**src/rtl/ahb_mtx_pkg.sv**
```systemverilog
`default_nettype none
// +----------------------------------------------------------------------------+
// | Package     : ahb_mtx_pkg                                                  |
// | Description : Shared AHB encodings for the bus matrix: HTRANS and HBURST   |
// |               codes plus burst_beats(), which returns the number of beats  |
// |               in a fixed-length burst (1 for SINGLE and undefined INCR).   |
// | Ports       : none (package)                                               |
// | Revision    : 1.0  initial release                                         |
// +----------------------------------------------------------------------------+
package ahb_mtx_pkg;

  localparam logic [1:0] HTRANS_IDLE   = 2'b00;
  localparam logic [1:0] HTRANS_BUSY   = 2'b01;
  localparam logic [1:0] HTRANS_NONSEQ = 2'b10;
  localparam logic [1:0] HTRANS_SEQ    = 2'b11;

  localparam logic [2:0] HBURST_SINGLE = 3'd0;
  localparam logic [2:0] HBURST_INCR   = 3'd1;
  localparam logic [2:0] HBURST_WRAP4  = 3'd2;
  localparam logic [2:0] HBURST_INCR4  = 3'd3;
  localparam logic [2:0] HBURST_WRAP8  = 3'd4;
  localparam logic [2:0] HBURST_INCR8  = 3'd5;
  localparam logic [2:0] HBURST_WRAP16 = 3'd6;
  localparam logic [2:0] HBURST_INCR16 = 3'd7;

  // Undefined-length INCR reports 1 beat so it never triggers a burst hold.
  function automatic logic [4:0] burst_beats(input logic [2:0] hburst);
    logic [4:0] beats;
    case (hburst)
      HBURST_WRAP4,  HBURST_INCR4:  beats = 5'd4;
      HBURST_WRAP8,  HBURST_INCR8:  beats = 5'd8;
      HBURST_WRAP16, HBURST_INCR16: beats = 5'd16;
      default:                      beats = 5'd1;
    endcase
    return beats;
  endfunction

endpackage
`default_nettype wire

```
**src/rtl/ahb_mtx_rr_pick.sv**
```systemverilog
`default_nettype none
// +----------------------------------------------------------------------------+
// | Module      : ahb_mtx_rr_pick                                              |
// | Description : Rotating priority encoder. Fixed mode returns the lowest set |
// |               request index; round-robin mode returns the first set index  |
// |               searching upward from i_base+1 with wrap-around.             |
// | Ports       : i_req     request vector                                     |
// |               i_base    last granted index (round-robin reference)         |
// |               i_rr_mode 1 = round-robin, 0 = fixed priority                |
// |               o_winner  selected index                                     |
// |               o_valid   at least one request present                       |
// | Revision    : 1.0  initial release                                         |
// +----------------------------------------------------------------------------+
module ahb_mtx_rr_pick
  import ahb_mtx_pkg::*;
#(
  parameter int NUM_PORTS = 4,
  parameter int PORT_W    = 2
) (
  input  logic [NUM_PORTS-1:0] i_req,
  input  logic [PORT_W-1:0]    i_base,
  input  logic                 i_rr_mode,
  output logic [PORT_W-1:0]    o_winner,
  output logic                 o_valid
);

  int                w_start;
  logic [PORT_W-1:0] w_idx;

  // Walk the rotated order from its far end back to its start so the last
  // hit written is the first request in search order.
  always_comb begin
    o_winner = '0;
    o_valid  = 1'b0;
    w_idx    = '0;
    w_start  = i_rr_mode ? ((int'(i_base) + 1) % NUM_PORTS) : 0;
    for (int i = NUM_PORTS - 1; i >= 0; i--) begin
      w_idx = PORT_W'((w_start + i) % NUM_PORTS);
      if (i_req[w_idx]) begin
        o_winner = w_idx;
        o_valid  = 1'b1;
      end
    end
  end

endmodule
`default_nettype wire

```
**src/rtl/ahb_mtx_out_arb_n.sv**
```systemverilog
`default_nettype none
// +----------------------------------------------------------------------------+
// | Module      : ahb_mtx_out_arb_n                                            |
// | Description : Output-stage arbiter for one slave port of the AHB matrix.   |
// |               Chooses the input stage owning the address phase, in fixed   |
// |               or round-robin priority, holding the grant across locked     |
// |               sequences and fixed-length bursts.                           |
// | Ports       : HCLK, HRESET      clock, synchronous active-high reset       |
// |               req_port          per-input-stage requests                   |
// |               HREADYM           slave ready; state advances only when high |
// |               HSELM/HTRANSM/HBURSTM/HMASTLOCKM  current owner's transfer   |
// |               addr_in_port      owning input stage (registered)            |
// |               no_port           no input stage selected (registered)       |
// |               burst_hold        fixed-length burst in progress             |
// | Revision    : 1.0  initial release                                         |
// +----------------------------------------------------------------------------+
module ahb_mtx_out_arb_n
  import ahb_mtx_pkg::*;
#(
  parameter  int NUM_PORTS  = 4,
  parameter  int ARB_MODE   = 0,
  parameter  int BURST_HOLD = 1,
  localparam int PORT_W     = (NUM_PORTS > 1) ? $clog2(NUM_PORTS) : 1
) (
  input  logic                 HCLK,
  input  logic                 HRESET,
  input  logic [NUM_PORTS-1:0] req_port,
  input  logic                 HREADYM,
  input  logic                 HSELM,
  input  logic [1:0]           HTRANSM,
  input  logic [2:0]           HBURSTM,
  input  logic                 HMASTLOCKM,
  output logic [PORT_W-1:0]    addr_in_port,
  output logic                 no_port,
  output logic                 burst_hold
);

  logic [3:0]           r_cnt;        // beats still to come in the current burst
  logic [3:0]           w_cnt_nxt;
  logic [4:0]           w_beats;
  logic                 w_active;
  logic                 w_seq_busy;
  logic                 w_opens_burst;
  logic                 w_hold_burst;
  logic                 w_grant;
  logic                 w_switch;
  logic [NUM_PORTS-1:0] w_owner_oh;
  logic [NUM_PORTS-1:0] w_eff_req;
  logic [PORT_W-1:0]    w_winner;
  logic                 w_valid;
  logic [PORT_W-1:0]    w_rr_base;

  assign w_active   = HSELM & (HTRANSM != HTRANS_IDLE);
  // The current owner keeps competing while it still has live transfers.
  assign w_owner_oh = w_active ? (NUM_PORTS'(1) << addr_in_port) : '0;
  assign w_eff_req  = req_port | w_owner_oh;
  assign w_beats    = burst_beats(HBURSTM);
  assign w_seq_busy = (HTRANSM == HTRANS_SEQ) | (HTRANSM == HTRANS_BUSY);

  // The NONSEQ opening a fixed-length burst must also keep the grant,
  // otherwise a higher-priority request would steal the bus before the
  // first SEQ beat and the burst could never complete.
  assign w_opens_burst = w_active & (HTRANSM == HTRANS_NONSEQ) & (w_beats > 5'd1);
  assign w_hold_burst  = (BURST_HOLD != 0) &
                         (((r_cnt != 4'd0) & w_seq_busy) | w_opens_burst);

  assign w_grant  = ~HMASTLOCKM & ~w_hold_burst & w_valid;
  assign w_switch = w_grant & (w_winner != addr_in_port);

  ahb_mtx_rr_pick #(
    .NUM_PORTS (NUM_PORTS),
    .PORT_W    (PORT_W)
  ) u_pick (
    .i_req     (w_eff_req),
    .i_base    (w_rr_base),
    .i_rr_mode (ARB_MODE == 1),
    .o_winner  (w_winner),
    .o_valid   (w_valid)
  );

  generate
    if (ARB_MODE == 1 && NUM_PORTS > 1) begin : g_rr_ptr
      logic [PORT_W-1:0] r_rr_ptr;
      always_ff @(posedge HCLK) begin
        if (HRESET) begin
          r_rr_ptr <= '0;
        end else if (HREADYM && w_grant) begin
          r_rr_ptr <= w_winner;
        end
      end
      assign w_rr_base = r_rr_ptr;
    end else begin : g_no_rr_ptr
      assign w_rr_base = '0;
    end
  endgenerate

  // IDLE or a fresh NONSEQ mid-burst terminates the burst early by
  // clearing or reloading the count.
  always_comb begin
    w_cnt_nxt = r_cnt;
    case (HTRANSM)
      HTRANS_IDLE:   w_cnt_nxt = 4'd0;
      HTRANS_BUSY:   w_cnt_nxt = r_cnt;
      HTRANS_NONSEQ: w_cnt_nxt = w_active ? 4'(w_beats - 5'd1) : 4'd0;
      default:       w_cnt_nxt = (r_cnt != 4'd0) ? (r_cnt - 4'd1) : 4'd0;
    endcase
    if (w_switch || (BURST_HOLD == 0)) begin
      w_cnt_nxt = 4'd0;
    end
  end

  always_ff @(posedge HCLK) begin
    if (HRESET) begin
      addr_in_port <= '0;
      no_port      <= 1'b1;
      r_cnt        <= 4'd0;
    end else if (HREADYM) begin
      r_cnt <= w_cnt_nxt;
      if (HMASTLOCKM || w_hold_burst) begin
        no_port <= 1'b0;
      end else if (w_valid) begin
        addr_in_port <= w_winner;
        no_port      <= 1'b0;
      end else begin
        no_port <= ~HSELM;
      end
    end
  end

  assign burst_hold = (r_cnt != 4'd0);

endmodule
`default_nettype wire
```
**config.mk**
```make
export PLATFORM = sky130hd
export DESIGN_NAME = ahb_mtx_out_arb_n
export DESIGN_NICKNAME = d
export VERILOG_FILES = /design/src/rtl/ahb_mtx_pkg.sv /design/src/rtl/ahb_mtx_rr_pick.sv /design/src/rtl/ahb_mtx_out_arb_n.sv
export SDC_FILE = /design/constraint.sdc
export NUM_CORES = 1
export LEC_CHECK = 0
export CAP_MARGIN = 25
export CORE_UTILIZATION = 40
export CTS_BUF_LIST = sky130_fd_sc_hd__clkbuf_16
export DETAILED_ROUTE_END_ITERATION = 16
export PLACE_DENSITY = 0.67
export RECOVER_POWER = 50
export SLEW_MARGIN = 15
export SYNTH_ARGS = -nofsm -noshare
export SYNTH_HDL_FRONTEND = slang
export SYNTH_SLANG_ARGS = --single-unit
```
**constraint.sdc**
```tcl
create_clock -name HCLK -period 3.8 [get_ports HCLK]
set_input_delay 0.57 -clock HCLK [delete_from_list [all_inputs] [get_ports HCLK]]
set_output_delay 0.57 -clock HCLK [all_outputs]
set_load 0.05 [all_outputs]
```
After elaboration in Yosys (flattened, before gate mapping)
Index checks and enable logic that the tools add are counted.
Widths: inputs -> output; s select.
{ "totals": {"inputBits": 14, "ff_bits": 7, "wordCells": 57} }
{ "classes": {"n_reduce_logical": 9, "n_shift": 1, "order_cmp": 1, "n_addsub": 2, "muxes": 16, "n_eq_ne": 11, "bitwise_logic": 14} }
{ "op_table": {"columns": ["op", "count"], "rows": [
  ["$mux 4", 4],
  ["$pmux 5 s3", 1],
  ["$eq 3x3->1 const B", 4],
  ["$pmux 4 s3", 1],
  ["$mux 2", 4],
  ["$sub 4x1->4 const B", 2],
  ["$and 1x1->1", 7],
  ["$eq 3x2->1 const B", 2],
  ["$mux 1", 6],
  ["$reduce_or 2->1", 3],
  ["$gt 5x1->1 const B", 1],
  ["$eq 2x2->1 const B", 2],
  ["$not 1->1", 4],
  ["$or 4x4->4", 1],
  ["$reduce_bool 4->1", 1],
  ["$shl 1x2->4 const A", 1],
  ["$reduce_and 3->1", 1],
  ["$eq 2x1->1 const B", 1],
  ["$logic_not 2->1", 1],
  ["$ne 2x2->1", 1],
  ["$ne 2x2->1 const B", 1],
  ["$or 1x1->1", 2],
  ["$reduce_and 2->1", 1],
  ["$reduce_bool 2->1", 1],
  ["$logic_or 1x1->1", 1]
]} }

Longest topological paths before layout
Gate-level depths: netlist of the first run.
{ "depth": {"ltp_word": 12, "depth_mapped": 7, "depth_no_buf": 7} }

By module
A second synthesis of the first run with hierarchy kept.
{ "hier_totals": {"hier_cells": 90, "area_unflattened_um2": 713.2} }
{ "by_module_without_submodules": {"columns": ["module", "instances", "cells_per_inst", "area_per_inst_um2", "seq_area_each_um2"], "rows": [
  ["ahb_mtx_out_arb_n", 1, 68, 575.6, 140.1],
  ["ahb_mtx_rr_pick", 1, 22, 137.6, 0.0]
]} }

Worst setup path after synthesis of the first run
No wires, ideal clock.
{ "synth_path": {"path_kind": "reg-to-reg", "start": "register r_cnt[0]", "end": "register r_cnt[2]", "synth_period_minus_slack_ps": 2051, "path_buffers": 0, "stages_incl_launch_ff": 8, "t_required_ps": 3733, "setup_slack_ps": 1749, "setup_time_ps": 67, "arrival_ps": 1984, "path_cell_list": "dfxtp_1 inv_1 ha_1 or3b_4 a221oi_2 a41oi_2 or3_1 o21ai_2"} }
{ "synth_via": {"elab_chain_cells": 9, "word_cells_on_any_way": 13, "classes_between": "add/sub: 1; eq/ne: 1; mux: 3; bitwise: 6; reduce/logical: 2"} }
{ "synth_rtl": {"columns": ["element", "line_no", "rtl"], "rows": [
  ["start: declaration", "ahb_mtx_out_arb_n.sv:38", "logic [3:0] r_cnt;"],
  ["start signal: assignment", "ahb_mtx_out_arb_n.sv:118", "r_cnt <= w_cnt_nxt;"],
  ["$reduce_bool 4->1 *", null, null],
  ["via burst_hold", "ahb_mtx_out_arb_n.sv:35", "output logic burst_hold"],
  ["$and 1x1->1", "ahb_mtx_out_arb_n.sv:65", "(((r_cnt != 4'd0) & w_seq_busy) | w_opens_burst);"],
  ["$or 1x1->1", "ahb_mtx_out_arb_n.sv:65", null],
  ["$not 1->1", "ahb_mtx_out_arb_n.sv:67", "assign w_grant = ~HMASTLOCKM & ~w_hold_burst & w_valid;"],
  ["$and 1x1->1 (2 in series)", "ahb_mtx_out_arb_n.sv:67", null],
  ["$and 1x1->1", "ahb_mtx_out_arb_n.sv:68", "assign w_switch = w_grant & (w_winner != addr_in_port);"],
  ["$ne 2x2->1 (no source line)", null, null],
  ["$reduce_and 2->1 (no source line)", null, null]
]} }
Mark *: on every way through the listed nets, which the timed path passes. The rest lies on a longest branch.
A chain may end at the register's enable or synchronous reset.

Final worst setup path of the first run
{ "layout_path": {"start": "register r_cnt[0]", "end": "output port burst_hold"} }
{ "layout_via": {"elab_chain_cells": 1} }
{ "layout_rtl": {"columns": ["element", "line_no", "rtl"], "rows": [
  ["$reduce_bool 4->1", "ahb_mtx_out_arb_n.sv:130", "assign burst_hold = (r_cnt != 4'd0);"],
  ["end: declaration", "ahb_mtx_out_arb_n.sv:35", null]
]} }
No other way between the ends.

==> results of run 1 <==
[critical path, delay by kind of cell (launching register included)]
family | cells | cell delay (ns)
buf+inv | 2 | 0.80
fa+ha+maj | 1 | 0.20
flops | 1 | 0.32
simple gates | 1 | 0.42
[logic make-up after synthesis]
family                     count (synthesis)  share of synthesized area
and+or+nand+nor                           30                      0.303
AOI/OAI and AO/OA                         25                      0.337
DFF                                        7                      0.255
buffers and inverters                      6                     0.0433
muxes                                      2                     0.0387
adders and majority gates                  1                     0.0228
[per-layer routing]
| layer | global-route usage | vias to the layer above |
|---|---|---|
| li1 | - | 304 |
| met1 | 0.307 | 264 |
| met2 | 0.288 | 13 |
| met3 | 0.0347 | 5 |
| met4 | 0.181 | 0 |
| met5 | 0 | - |
[power groups by stage]
stage	Sequential (mW)	Combinational [mW]	Clock, mW
after CTS	0.0841	0.0851	0.181
after global placement	0.0850	0.0841	0
after detailed placement	0.0852	0.0848	0
after global routing	0.0845	0.0917	0.186
final	0.0838	0.0837	0.180
after floorplan	0.0905	0.0476	0
[final cells by class]
class,instances,area (um^2)
timing repair buffer,16,160
multi-input combinational,58,385
tap,14,17.5
sequential,7,140
fill,114,385
clock inverter,1,3.75
clock buffer,3,75.1
inverter,5,18.8
[layout by cell type, fill, tap and decap left out, types with 5 or more instances in the layout]
cell type                         instances
sky130_fd_sc_hd__dlygate4sd3_1            5
sky130_fd_sc_hd__o21ai_0                  5
sky130_fd_sc_hd__dfxtp_1                  7
sky130_fd_sc_hd__clkdlybuf4s50_1         11
sky130_fd_sc_hd__inv_1                    6
sky130_fd_sc_hd__nor2_1                   7
sky130_fd_sc_hd__nand2_1                  5
sky130_fd_sc_hd__a21oi_1                  6
[sequential cells by signal, indices dropped and copies added (netlist names)]
signal / count
r_cnt: 4
addr_in_port: 2
no_port: 1
[worst paths after layout]
| check | from | endpoint |
|---|---|---|
| worst max-delay path | r_cnt[0]$_SDFFE_PP0P_ | burst_hold |
| worst min-delay path | r_cnt[1]$_SDFFE_PP0P_ | r_cnt[1]$_SDFFE_PP0P_ |
| worst max register to register | r_cnt[0]$_SDFFE_PP0P_ | r_cnt[2]$_SDFFE_PP0P_ |
| worst min register to register | r_cnt[1]$_SDFFE_PP0P_ | r_cnt[1]$_SDFFE_PP0P_ |
[per-stage QoR]
step	std cells	setup WS (ns)
after global routing	104	1.15
final	104	1.25
after CTS	104	1.25
after floorplan	71	1.75
after global placement	100	1.16
after detailed placement	100	1.18
==> impl_summary.log, run 1 <==
[metrics] Area Growth Syn to Fin: 45.8%
[metrics] number of vias per cell: around 5.6
[metrics] leading cell types by total area after synthesis: sky130_fd_sc_hd__dfxtp_1 26%, sky130_fd_sc_hd__a21oi_1 5.5%, sky130_fd_sc_hd__nor2_1 4.8%
[metrics] fin crit period: 2.55 ns
[metrics] clock tree sinks: 7
[metrics] clock edge transition at the registers on the reported setup and hold paths: 0.04 ns
[metrics] fraction of final layout cells sized beyond drive strength 1: 0.0889
[metrics] Max Fanout on Critical Path: 4
[metrics] PD cells: 434 nW/um^2
[metrics] number of nets at the end of the flow: between 100 and 150
[metrics] count of TritonRoute iterations in the first routing pass: 4
[metrics] Seq/Total Area, Yosys: 0.255
[metrics] startpoint class of the critical path: flip-flop
[metrics] met3 routed WL: 34 um
[metrics] average footprint of a synthesized cell: roughly 7.7 um^2
[metrics] Static Leak: 0.319 nW
[metrics] number of cells on the worst reg-to-reg path: 7
[metrics] worst hold slack across all endpoints: 0.481 ns
[metrics] critical path class: reg -> out
[metrics] most frequent cells after synthesis: 7 x sky130_fd_sc_hd__dfxtp_1, 7 x sky130_fd_sc_hd__nor2_1, 6 x sky130_fd_sc_hd__a21oi_1
[metrics] main flop type after synthesis: sky130_fd_sc_hd__dfxtp_1
[metrics] deepest clock path buffer count: 2
[metrics] Yosys warning total: 0
[metrics] x dimension of the die: approximately 39 um
[metrics] placeable core region: 1190 um^2
[metrics] critical path data arrival time: 1.98 ns
[metrics] Routed Wire Length: between 1 and 1.5 mm
[metrics] Async S/R FF share, synth: 0
[metrics] global route overflow: 0
[metrics] worst reg2reg setup slack: between 1.5 and 2 ns
[metrics] post-synthesis instance area: approximately 550 um^2
[metrics] end-of-flow core utilization: 0.675
[metrics] CTS Hold Bufs: 0
[metrics] CTS HTree Levels: 1
[metrics] Hold Path Class: reg -> reg
[metrics] cell type of the slowest stage on the worst timing path: sky130_fd_sc_hd__clkdlybuf4s50_1
[metrics] maximum clock rate: 392 MHz
[metrics] slowest stage delay, CP: approximately 0.71 ns
[metrics] Highest Signal Layer: met4
[metrics] Setup Total Neg Slack: 0 ns
[metrics] post-CTS setup-driven buffer insertion count: 0
[metrics] number of enable flip-flop cells after synthesis: 0
[metrics] result of the run: complete, no violations
[metrics] worst setup skew after layout: around 0.0029 ns
[metrics] proportion of netlist area held by the largest area contributor: 0.255
[metrics] RSZ-0062 raised after global routing: no
[metrics] portion of total power attributed to the clock network: 0.518
[metrics] initial detailed-routing violation count: 4
[metrics] latest clock arrival within the worst-skew pair: 0.23 ns
[metrics] instance area at placement: 722 um^2
[metrics] wire length of the first global-routing pass: 2.21 mm
[metrics] Power Internal: 0.254 mW
[metrics] Top-Level Pins: 18
[metrics] Final Instance Area: 801 um^2
[metrics] number of port buffers: 16
[metrics] synthesized instance count: between 70 and 80
[metrics] crit share post-route: 0.672
[metrics] number of instances resized during post-cts repair: 0
[metrics] endpoint required time on the critical path: 3.23 ns
[metrics] count of maximum capacitance violations: 0
[metrics] Synth Register Bits: 7
[metrics] Via Count: about 600
[metrics] Tightest Pin Transition: 0.510 ns
[metrics] initial antenna violation count: 0
[metrics] DIE AREA: 1530 um^2
[metrics] power share of the sequential group: 0.241
[metrics] number of placement rows: 12
[metrics] library cells used by synthesis: 33
[metrics] worst voltage drop across the vdd grid: 0.224 mV
[metrics] buffer type at the clock tree root: sky130_fd_sc_hd__clkbuf_16
[metrics] switching fraction of total power: 0.268
[metrics] last weighted congestion value of the routability-driven placer: 0.771
[metrics] WL met1: 719 um
[metrics] placed wire-length estimate: 1.02 mm
[metrics] Total Power: around 0.35 mW
[metrics] Sw Pwr: 0.0933 mW
[metrics] number of nets with antenna violations after routing: 0
[metrics] average routed wire per standard cell: 13.1 um
[metrics] residual DRC count: 0
[metrics] kind of capture point of the worst setup path: output pin
[metrics] Final Slew Violations: 0
[metrics] # setup viols final: 0
[metrics] via count of the first global-routing pass: 493
[metrics] length of routed met2 wiring: 564 um
[metrics] Combinational Power Share: 0.241
[metrics] TritonCTS clock tree: yes
[metrics] post-synth top area cell: sky130_fd_sc_hd__dfxtp_1
[metrics] number of buffers inserted during clock tree synthesis: 3
[metrics] Antenna Cells: 0
[metrics] cells along the critical path: inv_1 -> ha_1 -> or3b_4 -> clkdlybuf4s50_1
[metrics] WHS Path Cells: 2
[metrics] maximum number of pins on one net before global-route repair: 11
[metrics] die extent in y: 39.1 um
[metrics] effective utilization at floorplan: 0.463
[metrics] aggregate global-route resource usage: 0.221
[metrics] Mapped Nets: 86
[metrics] remaining max-slew budget at the tightest pin: 0.657
[metrics] final hold violations: 0
No activity file was read; power rests on OpenSTA's default activity.
==> run 2: changes to the inputs <==
- CORE_UTILIZATION: 40 -> 39
- PLACE_DENSITY: 0.67 -> 0.68
- clock period: 3.8 -> 2.11 ns (I/O delays scaled with it)
==> run 2 against run 1 <==
  * Clock power grew 76%
  * Setup slack lost 1.2 ns
  * Clock skew rose by 0.0016 ns
==> impl_summary.log, run 2 (synthesis gave the netlist of run 1 again) <==
[metrics] CTS HTree Levels: 1
[metrics] critical path class: reg -> reg
[metrics] buffers and inverters on the worst path: 1
[metrics] number of nets with antenna violations after routing: 0
[metrics] count of TritonRoute iterations in the first routing pass: 4
[metrics] Top-Level Pins: 18
[metrics] Antenna Cells: 0
[metrics] via count of the first global-routing pass: 549
[metrics] global route overflow: 0
[metrics] startpoint class of the critical path: flip-flop
[metrics] post-CTS setup-driven buffer insertion count: 0
[metrics] cell type of the slowest stage on the worst timing path: sky130_fd_sc_hd__or3_1
[metrics] Setup Total Neg Slack: 0 ns
[metrics] footprint of the multi-input gates: 385 um^2
[metrics] Area Growth Syn to Fin: 61.5%
[metrics] number of fill cells in the layout: 120
[metrics] Sw Pwr: between 0.15 and 0.2 mW
[metrics] kind of capture point of the worst setup path: flip-flop
[metrics] TritonCTS clock tree: yes
[metrics] Tightest Pin Transition: 0.497 ns
[metrics] placed wire-length estimate: 1.16 mm
[metrics] number of cells on the worst reg-to-reg path: 7
[metrics] result of the run: complete, no violations
[metrics] Static Leak: 0.377 nW
[metrics] instance area at placement: ~810 um^2
[metrics] RSZ-0062 raised after global routing: no
[metrics] buffer type at the clock tree root: sky130_fd_sc_hd__clkbuf_16
[metrics] Final Instance Area: 887 um^2
[metrics] latest clock arrival within the worst-skew pair: between 0.2 and 0.25 ns
[metrics] crit-path leading delay family: simple AND/OR/NAND/NOR gates
[metrics] WHS Path Cells: 1
[metrics] logic depth of the worst setup path including buffers: 7
[metrics] endpoint required time on the critical path: 2.27 ns
[metrics] clock edge transition at the registers on the reported setup and hold paths: 0.04 ns
[metrics] initial detailed-routing violation count: 16
[metrics] biggest regs: r_cnt: 4 flops, addr_in_port: 2 flops, no_port: 1 flops
[metrics] final hold violations: 0
[metrics] x dimension of the die: 39.5 um
[metrics] last weighted congestion value of the routability-driven placer: 0.818
[metrics] end-of-flow core utilization: 0.682
[metrics] fin crit period: 2.04 ns
[metrics] number of port buffers: 16
[metrics] final cell count without fillers: 117
[metrics] deepest clock path buffer count: 2
[metrics] fin worst setup slack: 0.0735 ns
[metrics] worst hold slack across all endpoints: 0.478 ns
[metrics] Hold Path Class: reg -> reg
[metrics] worst voltage drop across the vdd grid: 0.698 mV
[metrics] fraction of final layout cells sized beyond drive strength 1: 0.206
[metrics] Power Internal: ~0.47 mW
[metrics] placeable core region: 1300 um^2
[metrics] remaining max-slew budget at the tightest pin: 0.667
[metrics] number of nets at the end of the flow: 118
[metrics] Biggest register: r_cnt
[metrics] crit share post-route: 0.965
[metrics] highest-count cells in the layout ignoring fill and taps: 12 x sky130_fd_sc_hd__clkdlybuf4s50_1, 12 x sky130_fd_sc_hd__buf_4, 7 x sky130_fd_sc_hd__nor2_1, 7 x sky130_fd_sc_hd__dfxtp_1
[metrics] # setup viols final: 0
[metrics] Post-Place Cells: 113
[metrics] count of maximum capacitance violations: 0
[metrics] number of instances resized during post-cts repair: 0
[metrics] Total Power: around 0.64 mW
[metrics] DIE AREA: around 1600 um^2
[metrics] Final Slew Violations: 0
[metrics] switching fraction of total power: 0.264
[metrics] CTS Hold Bufs: 0
[metrics] slowest stage delay, CP: 0.42 ns
[metrics] initial antenna violation count: 0
[metrics] maximum number of pins on one net before global-route repair: 10
[metrics] number of buffers inserted during clock tree synthesis: 3
[metrics] number of flip-flops in the largest register: 4
[metrics] Routed Wire Length: 1.57 mm
[metrics] sequential standard cell area: 140 um^2
[metrics] minimum setup slack after placement: 0.0109 ns
[metrics] die extent in y: 39.5 um
[metrics] average routed wire per standard cell: 13.4 um
[metrics] Combinational Power Share: 0.273
[metrics] clock tree sinks: 7
[metrics] residual DRC count: 0
[metrics] PD cells: between 700 and 800 nW/um^2
[metrics] power share of the sequential group: 0.235
[metrics] critical path data arrival time: 2.20 ns
[metrics] number of vias per cell: 5.59
[metrics] number of placement rows: 13
[metrics] portion of total power attributed to the clock network: 0.492
[metrics] aggregate global-route resource usage: 0.226
[metrics] Via Count: 654
[metrics] Max Fanout on Critical Path: 5
[metrics] maximum clock rate: 491 MHz
[metrics] wire length of the first global-routing pass: 2.32 mm
[metrics] effective utilization at floorplan: 0.422
[metrics] worst setup skew after layout: 0.00451 ns
[metrics] cells along the critical path: inv_1 -> ha_1 -> or3b_4 -> a221oi_2 -> a41oi_2 -> or3_1 -> o21ai_2
## run 2: area by class of cell
class | count | area share
multi-input cells | 58 | 0.434
clock inverters | 1 | 0.00423
well taps | 15 | 0.0212
repair buffers | 28 | 0.276
inverters | 5 | 0.0212
flip-flops and latches | 7 | 0.158
clock buffers | 3 | 0.0846
## run 2: path summary, 6_finish.rpt
check | startpoint | to | slack [ns]
max | r_cnt[0]$_SDFFE_PP0P_ | r_cnt[2]$_SDFFE_PP0P_ | 0.07
max reg2reg | r_cnt[0]$_SDFFE_PP0P_ | r_cnt[2]$_SDFFE_PP0P_ | 0.07
min | no_port$_SDFFE_PP1P_ | no_port$_SDFFE_PP1P_ | 0.48
min reg2reg | no_port$_SDFFE_PP1P_ | no_port$_SDFFE_PP1P_ | 0.48
## run 2: power by group through the flow
stage                     logic (mW)  registers, mW  clock network [mW]
after floorplan               0.0857          0.163                   0
after global placement         0.174          0.152                   0
after detailed placement       0.178          0.153                   0
after CTS                      0.179          0.151               0.323
after global routing           0.189          0.152               0.334
final                          0.176          0.151               0.317
## run 2: layer usage
layer  wire (um)  part of all wire  GRT usage
met5           0                 0          0
met4           0                 0     0.0259
met3          94             0.060      0.102
met2         735              0.47      0.389
met1         740              0.47      0.260
## run 2: worst register-to-register path, delay by kind of cell, from the launching register on
family | cells | cell delay [ns]
flip-flops | 1 | 0.32
buffers and inverters | 1 | 0.08
AO/OA/AOI/OAI | 3 | 0.60
AND/OR/NAND/NOR | 2 | 0.82
adder cells (fa/ha/maj) | 1 | 0.16
==> run 3: changes to the inputs <==
- CORE_UTILIZATION: 39 -> 40
- PLACE_DENSITY: 0.68 -> 0.66
- SYNTH_HIERARCHICAL: not set -> 1
==> run 3 against run 2 <==
  * The flow now finishes with violations (setup timing)
  * Utilization is 13 points higher
  * Clock skew is 0.0034 ns lower
  * Sequential cell count stayed put
  * Synthesized cell count is 27% higher
  * Die area is 25% higher
  * Largest cell class unchanged
==> impl_summary.log, run 3 <==
[metrics] Antenna Cells: 0
[metrics] most repeated library cell on the critical path: sky130_fd_sc_hd__a21oi_2
[metrics] worst hold slack across all endpoints: 0.516 ns
[metrics] remaining max-slew budget at the tightest pin: 0.668
[metrics] number of vias per cell: 5.45
[metrics] fin crit period: 2.18 ns
[metrics] initial antenna violation count: 0
[metrics] synthesized instance count: 90
[metrics] main flop type after synthesis: sky130_fd_sc_hd__dfxtp_1
[metrics] aggregate global-route resource usage: 0.255
[metrics] fraction of final layout cells sized beyond drive strength 1: 0.342
[metrics] # setup viols final: 3
[metrics] number of port buffers: 16
[metrics] critical path data arrival time: 2.30 ns
[metrics] fin worst setup slack: -0.0673 ns
[metrics] count of maximum capacitance violations: 0
[metrics] maximum number of pins on one net before global-route repair: 12
[metrics] CTS HTree Levels: 1
[metrics] Seq/Total Area, Yosys: 0.196
[metrics] effective utilization at floorplan: 0.452
[metrics] post-synthesis instance area: 713 um^2
[metrics] Top-Level Pins: 18
[metrics] Routed Wire Length: around 2.4 mm
[metrics] worst setup skew after layout: 0.00111 ns
[metrics] Static Leak: 0.588 nW
[metrics] number of enable flip-flop cells after synthesis: 0
[metrics] number of placement rows: 14
[metrics] number of buffers inserted during clock tree synthesis: 3
[metrics] crit share post-route: 1.03
[metrics] buffer type at the clock tree root: sky130_fd_sc_hd__clkbuf_16
[metrics] average routed wire per standard cell: ~15 um
[metrics] DIE AREA: 1960 um^2
[metrics] worst reg2reg setup slack: -0.06 ns
[metrics] RSZ-0062 raised after global routing: yes
[metrics] most frequent cells after synthesis: 7 x sky130_fd_sc_hd__dfxtp_1, 6 x sky130_fd_sc_hd__a21o_1, 6 x sky130_fd_sc_hd__a21oi_1, 6 x sky130_fd_sc_hd__inv_1, 6 x sky130_fd_sc_hd__nor2_1
[metrics] number of nets at the end of the flow: 165
[metrics] cell type of the slowest stage on the worst timing path: sky130_fd_sc_hd__mux2_4
[metrics] Tightest Pin Transition: 0.497 ns
[metrics] maximum clock rate: 459 MHz
[metrics] most common library cell in the layout ignoring fill and taps: sky130_fd_sc_hd__buf_4
[metrics] endpoint required time on the critical path: ~2.2 ns
[metrics] final hold violations: 0
[metrics] number of fill cells in the layout: 105
[metrics] placed wire-length estimate: 1.52 mm
[metrics] clock tree sinks: 7
[metrics] proportion of netlist area held by the largest area contributor: 0.196
[metrics] most common cell in the netlist: sky130_fd_sc_hd__dfxtp_1
[metrics] Async S/R FF share, synth: 0
[metrics] TritonCTS clock tree: yes
[metrics] number of flip-flops in the largest register: 4
[metrics] global route overflow: 0
[metrics] clock edge transition at the registers on the reported setup and hold paths: 0.04 ns
[metrics] biggest regs: r_cnt: 4 flops, addr_in_port: 2 flops, no_port: 1 flops
[metrics] highest-count cells in the layout ignoring fill and taps: 25 x sky130_fd_sc_hd__buf_4, 20 x sky130_fd_sc_hd__conb_1, 9 x sky130_fd_sc_hd__clkdlybuf4s50_1
[metrics] post-synth top area cell: sky130_fd_sc_hd__dfxtp_1
[metrics] Max Fanout on Critical Path: 4
[metrics] Setup Total Neg Slack: -0.148 ns
[metrics] critical path class: in -> reg
[metrics] x dimension of the die: between 40 and 50 um
[metrics] library cells used by synthesis: 40
[metrics] average footprint of a synthesized cell: 7.92 um^2
[metrics] violations in the final reports: setup timing
[metrics] kind of capture point of the worst setup path: flip-flop
[metrics] latest clock arrival within the worst-skew pair: 0.23 ns
[metrics] startpoint class of the critical path: input pin
[metrics] deepest clock path buffer count: 2
[metrics] CTS Hold Bufs: 0
[metrics] number of nets with antenna violations after routing: 0
[metrics] Hold Path Class: reg -> reg
[metrics] Biggest register: r_cnt
[metrics] slowest stage delay, CP: between 0.3 and 0.4 ns
[metrics] Final Slew Violations: 0
[metrics] Final Instance Area: 1280 um^2
[metrics] Via Count: 900
[metrics] PD cells: 561 nW/um^2
[metrics] via count of the first global-routing pass: 835
[metrics] initial detailed-routing violation count: 27
[metrics] worst voltage drop across the vdd grid: 0.636 mV
[metrics] last weighted congestion value of the routability-driven placer: 0.836
[metrics] result of the run: finished with violations
[metrics] placeable core region: 1580 um^2
[metrics] residual DRC count: 0
[metrics] instance area at placement: roughly 1100 um^2
[metrics] cells along the critical path: buf_4 -> o21ai_4 -> inv_2 -> a31o_4 -> a21oi_2 -> a211oi_2 -> a21o_1 -> xnor2_1 -> a21oi_2 -> a22oi_4 -> mux2_4
[metrics] die extent in y: 44.2 um
[metrics] Yosys warning total: 6
[metrics] count of TritonRoute iterations in the first routing pass: 4
[metrics] wire length of the first global-routing pass: 3.55 mm
[metrics] leading cell types by total area after synthesis: sky130_fd_sc_hd__dfxtp_1 20%, sky130_fd_sc_hd__a21o_1 6.3%, sky130_fd_sc_hd__nand2b_1 4.4%
[metrics] end-of-flow core utilization: 0.812
[metrics] Area Growth Syn to Fin: 79.5%
[metrics] Synth Register Bits: 7
[run 3: final timing paths]
check,start,to,cells after the start
max,HTRANSM[1],r_cnt[3]$_SDFFE_PP0P_,11
min,r_cnt[0]$_SDFFE_PP0P_,r_cnt[0]$_SDFFE_PP0P_,2
max reg2reg,addr_in_port[0]$_SDFFE_PP0P_,r_cnt[3]$_SDFFE_PP0P_,10
min reg2reg,r_cnt[0]$_SDFFE_PP0P_,r_cnt[0]$_SDFFE_PP0P_,2
[run 3: cell families after synthesis]
group                      Yosys count  share of synthesized area
and+or+nand+nor                     34                      0.274
AOI/OAI and AO/OA                   33                      0.368
buffers and inverters                9                     0.0579
DFF                                  7                      0.196
muxes                                3                     0.0561
xor gates and xnor gates             2                     0.0246
adders and majority gates            1                     0.0175
other                                1                    0.00526
[run 3: layout make-up]
| class | instances | area, um^2 | area share |
|---|---|---|---|
| Sequential cell | 7 | 148 | 0.115 |
| Tap cell | 16 | 20.0 | 0.0156 |
| Multi-Input combinational cell | 93 | 682 | 0.533 |
| Timing Repair Buffer | 39 | 329 | 0.257 |
| Clock buffer | 3 | 75.1 | 0.0587 |
| Clock inverter | 1 | 3.75 | 0.00293 |
| Inverter | 6 | 22.5 | 0.0176 |
[run 3: per-stage QoR]
step	setup WS, ns	total power [mW]	std cells
after global placement	-0.507	0.357	154
after floorplan	-0.0770	0.283	109
after detailed placement	-0.560	0.360	154
after global routing	-0.151	0.747	165
after CTS	0.00755	0.696	161
final	-0.0673	0.718	165
[run 3: what timing repair did]
item                       CTS  global route
setup endpoints to repair    4             4
buffers inserted             3             5
resized for setup           12            17
gates cloned                 0             0
pin swaps                    6            13
[run 3: worst max-delay path, delay by kind of cell]
kind | cells | cell delay [ns]
muxes | 1 | 0.32
buffers and inverters | 2 | 0.19
xor gates and xnor gates | 1 | 0.24
AOI/OAI and AO/OA | 7 | 1.23
[run 3: per-layer routing]
metal / share of wire / track usage / wire (um)
met1: 0.45 / 0.323 / 1090
met2: 0.45 / 0.391 / 1100
met3: 0.057 / 0.0490 / 140
met4: 0.045 / 0.170 / 110
met5: 0 / 0 / 0
[run 3: where the power goes]
| group | total (mW) | leakage [nW] | internal [mW] | switching (mW) |
|---|---|---|---|---|
| Sequential | 0.147 | 0.0586 | 0.138 | 0.00882 |
| Combinational | 0.250 | 0.487 | 0.123 | 0.127 |
| Clock | 0.321 | 0.0423 | 0.247 | 0.0747 |
